[src/rtl/block_write_arbiter.sv]
// Round-robin arbiter sharing the block-store writer port between NSRC serial sources.
// A grant stays locked for a full block of NWORDS words so blocks never interleave.
module block_write_arbiter #(
  parameter int LOGNSRC = 2,
  parameter int DWIDTH  = 32,
  parameter int NWORDS  = 11,
  localparam int NSRC   = 2 ** LOGNSRC,
  localparam int CW     = (NWORDS > 1) ? $clog2(NWORDS) : 1
) (
  input  logic                   clk,
  input  logic                   rst_n,
  input  logic [NSRC-1:0]        src_valid,
  input  logic [NSRC*DWIDTH-1:0] src_data,
  output logic [NSRC-1:0]        src_ready,
  output logic                   wr_valid,
  output logic [DWIDTH-1:0]      wr_data,
  input  logic                   wr_ready,
  output logic                   busy,
  output logic [LOGNSRC-1:0]     grant_id,
  output logic                   block_done
);

  typedef enum logic [0:0] {
    IDLE   = 1'b0,
    LOCKED = 1'b1
  } state_t;

  state_t             state_r;
  logic [LOGNSRC-1:0] rr_ptr_r;
  logic [CW-1:0]      word_cnt_r;
  logic [LOGNSRC-1:0] pick_s;
  logic               any_req_s;
  logic               beat_s;
  logic               last_word_s;

  // First requesting source at or above rr_ptr, wrapping; the lowest offset wins.
  always_comb begin
    logic [LOGNSRC-1:0] cand;
    pick_s    = rr_ptr_r;
    any_req_s = |src_valid;
    for (int i = NSRC - 1; i >= 0; i--) begin
      cand   = rr_ptr_r + LOGNSRC'(i);
      pick_s = src_valid[cand] ? cand : pick_s;
    end
  end

  // Datapath mux and ready steering toward the locked source only.
  always_comb begin
    src_ready = {NSRC{1'b0}};
    wr_data   = src_data[grant_id*DWIDTH +: DWIDTH];
    if (state_r == LOCKED) begin
      wr_valid            = src_valid[grant_id];
      src_ready[grant_id] = wr_ready;
    end else begin
      wr_valid = 1'b0;
    end
  end

  assign busy        = (state_r == LOCKED);
  assign beat_s      = wr_valid & wr_ready;
  assign last_word_s = (word_cnt_r == CW'(NWORDS - 1));

  // Grant FSM: lock on a request in IDLE, release after the last beat of the block.
  always_ff @(posedge clk) begin
    if (!rst_n) begin
      state_r    <= IDLE;
      rr_ptr_r   <= {LOGNSRC{1'b0}};
      word_cnt_r <= {CW{1'b0}};
      grant_id   <= {LOGNSRC{1'b0}};
      block_done <= 1'b0;
    end else begin
      block_done <= 1'b0;
      case (state_r)
        IDLE: begin
          if (any_req_s) begin
            grant_id   <= pick_s;
            word_cnt_r <= {CW{1'b0}};
            state_r    <= LOCKED;
          end
        end
        LOCKED: begin
          if (beat_s) begin
            if (last_word_s) begin
              state_r    <= IDLE;
              block_done <= 1'b1;
              rr_ptr_r   <= grant_id + LOGNSRC'(1);
              word_cnt_r <= {CW{1'b0}};
            end else begin
              word_cnt_r <= word_cnt_r + CW'(1);
            end
          end
        end
        default: begin
          state_r    <= IDLE;
          word_cnt_r <= {CW{1'b0}};
        end
      endcase
    end
  end

endmodule

[config.mk]
export PLATFORM = sky130hd
export DESIGN_NAME = block_write_arbiter
export DESIGN_NICKNAME = d
export VERILOG_FILES = /design/src/rtl/block_write_arbiter.sv
export SDC_FILE = /design/constraint.sdc
export NUM_CORES = 1
export LEC_CHECK = 0
export ABC_AREA = 1
export BUFFER_PORTS_ARGS = -buffer_cell sky130_fd_sc_hd__buf_4
export CORE_ASPECT_RATIO = 0.7
export CORE_UTILIZATION = 39
export CTS_CLUSTER_DIAMETER = 120
export DETAILED_ROUTE_END_ITERATION = 7
export GPL_TIMING_DRIVEN = 0
export PLACE_DENSITY_LB_ADDON = 0.2
export SLEW_MARGIN = 20
export SYNTH_ARGS = -nofsm -noshare
export SYNTH_HDL_FRONTEND = slang
export SYNTH_SLANG_ARGS = --single-unit
[constraint.sdc]
create_clock -name clk -period 3.2 [get_ports clk]
set_input_delay 0.16 -clock clk [delete_from_list [all_inputs] [get_ports clk]]
set_output_delay 0.16 -clock clk [all_outputs]
set_load 0.05 [all_outputs]
Word-level counts from Yosys, hierarchy flattened
Index checks and enable logic that the tools add are counted.

Bits in registers: 10. Bits of input ports: 135. Output and inout bits: 41. Logic and storage cells: 56.

Add/sub/neg operators: 5. $lt $le $gt $ge: 6. Equal/unequal tests: 3. Shifts and indexed selects: 1. Multiplexer cells: 27. Bitwise operators: 3. Reductions and logical operators: 6.

Operator list (number): 128-bit by 8-bit variable part select with 32-bit output (1); 4-bit two-way mux (4); 2-bit by 3-bit < comparator with 1-bit output, second input constant (5); 1-bit two-way mux (11); 1-bit binary-select mux with 2-bit select (5); 2-bit two-way mux (4); 4-bit case mux with 2 select lines (1); 3-bit AND reduction (2); 2-bit by 1-bit adder with 2-bit output, second input constant (2); 2-bit adder, second input constant (2); 4-bit by 1-bit adder with 4-bit output, second input constant (1); 4-bit bitwise AND (1); 4-bit == test, second input constant (1); 2-bit AND reduction (2); 4-bit OR reduction (1); 1-bit demux with 2-bit select (1); 2-bit by 1-bit greater-or-equal comparator with 1-bit output, second input constant (1); 2-bit by 1-bit inequality test with 1-bit output, second input constant (1); 2-bit inequality test, second input constant (1); 1-bit case mux with 2 select lines (1); 1-bit bitwise AND (1); 1-bit logical AND (1); 1-bit NOT (1).

Longest topological paths before layout
Word-level depth: 7. Gate-level depth with buffers: 12. Depth with buffers taken out: 11.

Least setup slack after synthesis
OpenSTA, ideal clock, no wires.

Kind: flip-flop to output port. From: register grant_id[0]. To: output port wr_data[12]. Arrival: 2.054 ns. Setup slack: 0.986 ns. Stages on the path, launching flop included: 5. Buffers on the path: 2. Cells stage by stage: dfxtp_1 -> buf_4 -> buf_2 -> o21ai_0 -> o22ai_1.

Word-level cells in the longest chain between the ends: 1.

Ends and longest elaborated chain: start, declared (RTL line 19) `output logic [LOGNSRC-1:0] grant_id,`; start signal, assigned (RTL line 69) `grant_id <= {LOGNSRC{1'b0}};`; start signal, assigned (RTL line 76) `grant_id <= pick_s;`; 128-bit by 8-bit variable part select with 32-bit output (RTL line 50) `wr_data = src_data[grant_id*DWIDTH +: DWIDTH];`; end, declared (RTL line 16) `output logic [DWIDTH-1:0] wr_data,`.

Every way passes these cells.

Worst setup path after layout
From: register grant_id[0]. To: output port src_ready[2].

Word-level cells in the longest chain between the ends: 6. Elaborated cells between the ends (all ways): 7. Those cells by class: order compare: 2; mux: 3; bitwise: 1; reduce/logical: 1.

Ends and longest elaborated chain: 2-bit by 3-bit < comparator with 1-bit output (not written as such) / 2-bit by 1-bit greater-or-equal comparator with 1-bit output (equally long branches) (RTL line 53) `src_ready[grant_id] = wr_ready;`; 1-bit logical AND (not written as such) (RTL line 53); 1-bit two-way mux (not written as such) (RTL line 53); 1-bit demux with 2-bit select * (RTL line 53); 4-bit bitwise AND (no line) *; 4-bit two-way mux * (RTL line 51) `if (state_r == LOCKED) begin`; end, declared (RTL line 14) `output logic [NSRC-1:0] src_ready,`.

Every way passes the cells marked *; elsewhere a longest branch is shown, timed or not.

==> metrics.md <==
| Metric | Value |
|---|---|
| Metal-1 WL | 3.15 mm |
| Worst hold path type | in -> reg |
| CTS root buf | clkbuf_8 |
| Number of nets in the layout | 631 |
| CTS Buffer Depth | 2 |
| Hold Startpoint | rst_n |
| DRT iter0 DRCs | 203 |
| Lkg Pwr | 0.00162 uW |
| Antenna violations before repair | 0 |
| CP Max Fanout | 11 |
| Tightest Pin Transition | 0.519 ns |
| Routed wl met2 | 3.65 mm |
| Antenna-violating nets left | 0 |
| Post-Synthesis Cells | 310 |
| Min Tclk post-route | 2.06 ns |
| Post-synthesis register bit count | 10 |
| Main combinational cell family by area after synthesis | compound AO/OA/AOI/OAI gates |
| TritonCTS clock tree | yes |
| Height of the chip | 57 um |
| Placed inst area | 0.00306 mm^2 |
| CP Capture Type | output port |
| Fmax | 486 MHz |
| Multiplexer share of the synthesized area | 0 |
| Min Hold Slack | 0.192 ns |
| Depth of the most critical reg-to-reg path | 7 |
| Final clock skew | 0.00678 ns |
| Worst Path Class, Setup | reg -> out |
| Layout overhead on the synthesized area | 85.1% |
| Post-CTS sizing | 0 |
| Hold Vio Cnt, Final | 0 |
| Hold endpoint | grant_id[1]$_SDFFE_PN0P_ |
| Largest net degree at the start of global routing | 12 |
| Latest clock arrival within the worst-skew pair | 0.24 ns |
| Sequential area share after synthesis | 0.119 |
| Worst EP required | 3.04 ns |
| Power Dens Cells | 333 mW/mm^2 |
| RR Endpoint | rr_ptr_r[1]$_SDFFE_PN0P_ |
| Final Max Tran Viols | 0 |
| Die X | 80.6 um |
| Row Count | 19 |
| Diodes inserted | 0 |
| Type of origin of the critical path | flip-flop |
| DP HPWL | 6.33 mm |
| Total grt overflow | 0 |
| WL final | 7.95 mm |
| Routed WL per cell | 14.7 um |
| CTS Hold Bufs | 0 |
| DR top layer | met4 |
| Drt drc | 0 |
| Yosys cell types | 27 |
| RSZ-0062 raised after global routing | no |
| Vias | 2886 |
| Clock sinks | 10 |
| Core region area | 0.00402 mm^2 |
| Ports | 176 |
| Worst-path clk slew | 0.05 ns |
| Max VDD drop | 229 uV |
| Die ar. | 0.00459 mm^2 |
| Drt first pass iters | 4 |
| Setup bufs post-CTS | 0 |
| Worst r2r src | grant_id[0]$_SDFFE_PN0P_ |
| Initial Util | 0.419 |
| Filler instances | 339 |
| Synth Area in Compound Gates | 0.371 |
| YS warnings | 0 |
| Fin util | 0.776 |
| Vias per inst | 5.33 |
| Post-route cell area | 0.00312 mm^2 |
| Relative slew margins | 0.654 |
| Syn_nets | 451 |
| Share of cells above drive strength 1 | 0.417 |
| Reg-to-reg slack, setup | 1.48 ns |
| Setup violators final | 0 |
| GRT Total Usage | 0.334 |
| Metal3 WL | 747 um |
| Max cap viols | 0 |
| Vias in the first global route | 2711 |
| CTS buffer count | 3 |
| Post-Synth Simple-Gate Area | 0.316 |
| Synth Area in XOR/XNOR | 0.0104 |
| Critical path arrival | 1.90 ns |
| CTS HTree Levels | 1 |
| Accumulated negative setup slack | 0 ns |
| Post-Syn Area | 0.00169 mm^2 |
| Adder-Cell Fraction of Synth Area | 0.0445 |
| Final Cycle Share | 0.644 |
| First-pass GRT wire length | 12.1 mm |
| Number of port buffers | 175 |
| Mean Syn Cell Area | 5.44 um^2 |
| GPL Wtd Cong | 0.939 |
| Status | completed |
| Hold Crit Depth | 3 |
layout by cell type (no fill, tap or decap):
master,n
inv_4,1
nand4_1,2
nand3_1,11
o21bai_1,1
a21oi_1,8
buf_2,4
nand2_1,38
o211ai_2,1
a21oi_2,1
clkinv_2,1
o21ai_2,1
nand2_4,1
clkbuf_8,4
o21ai_0,61
nand2_2,4
o211ai_1,1
buf_4,176
nor3_1,1
o22ai_1,32
ha_1,6
nor2_1,75
xor2_1,2
dfxtp_1,10
clkbuf_1,10
inv_2,4
o21ai_1,7
inv_1,20
buf_6,6
critical path: stages (launching register included):
cell and delay, ns:
dfxtp_1 0.55, buf_4 0.25, inv_2 0.06, buf_6 0.14, buf_6 0.15, ha_1 0.21
inv_1 0.07, nor2_1 0.04, buf_4 0.19
synthesized netlist by cell type, drive strengths merged:
cell type | instances | area [um^2]
buf | 11 | 95.1
dfxtp | 10 | 200
o21bai | 1 | 7.51
o21ai | 69 | 349
nor3 | 1 | 5.00
xor2 | 2 | 17.5
nor2 | 75 | 282
clkinv | 1 | 5.00
a21oi | 9 | 48.8
nand4 | 2 | 12.5
nand2 | 43 | 179
clkbuf | 10 | 37.5
ha | 6 | 75.1
nand3 | 11 | 55.1
inv | 25 | 96.3
o22ai | 32 | 200
o211ai | 2 | 20.0
how the worst max path moves through the flow:
stage	slack, ns	startpoint	cells past startpoint	end
2_1_floorplan	0.99	grant_id[0]$_SDFFE_PN0P_	4	wr_data[12]
3_3_place_gp	1.45	grant_id[0]$_SDFFE_PN0P_	8	src_ready[2]
3_5_place_dp	1.42	grant_id[0]$_SDFFE_PN0P_	8	src_ready[2]
4_1_cts	1.14	grant_id[0]$_SDFFE_PN0P_	8	src_ready[2]
5_1_grt	1.04	grant_id[0]$_SDFFE_PN0P_	8	src_ready[2]
6_report	1.14	grant_id[0]$_SDFFE_PN0P_	8	src_ready[2]
layer usage:
layer | track usage | vias up
met2 | 0.550 | 154
met4 | 0.194 | 0
met3 | 0.0816 | 43
met5 | 0 | -
met1 | 0.396 | 1277
li1 | - | 1412
state kept, by name (all words and copies together) (netlist names):
| name | count |
|---|---|
| word_cnt_r | 4 |
| block_done | 1 |
| grant_id | 2 |
| rr_ptr_r | 2 |
| busy | 1 |
report_power, final:
part | internal, uW | leakage (uW) | switching (uW) | total (uW)
clock | 108 | 0.0000288 | 53.1 | 161
sequential | 130 | 0.0000815 | 10.8 | 140
combinational | 277 | 0.00151 | 461 | 738
metrics by stage:
stage                     total power (uW)  setup WS [ns]  instances
after floorplan                        587          0.986        310
after global placement                 866           1.45        537
after detailed placement               873           1.42        537
after CTS                             1040           1.14        541
after global routing                  1090           1.04        541
final                                 1040           1.14        541
logic make-up (layout without fill, tap and decap cells):
kind of cell	count (synthesis)	after routing
compound gates	113	113
xor+xnor	2	2
fa+ha+maj	6	6
buf+inv	47	226
flops	10	10
simple gates	132	132
final cells by class:
cell class	count	area, um^2	share of cell area
inverter	26	101	0.0325
clock buffer	4	55.1	0.0176
timing repair buffer	175	1310	0.421
multi-input combinational	253	1250	0.401
sequential	10	200	0.0642
tap	52	65.1	0.0209
buffer	21	133	0.0425
No activity file was read; power rests on OpenSTA's default activity.
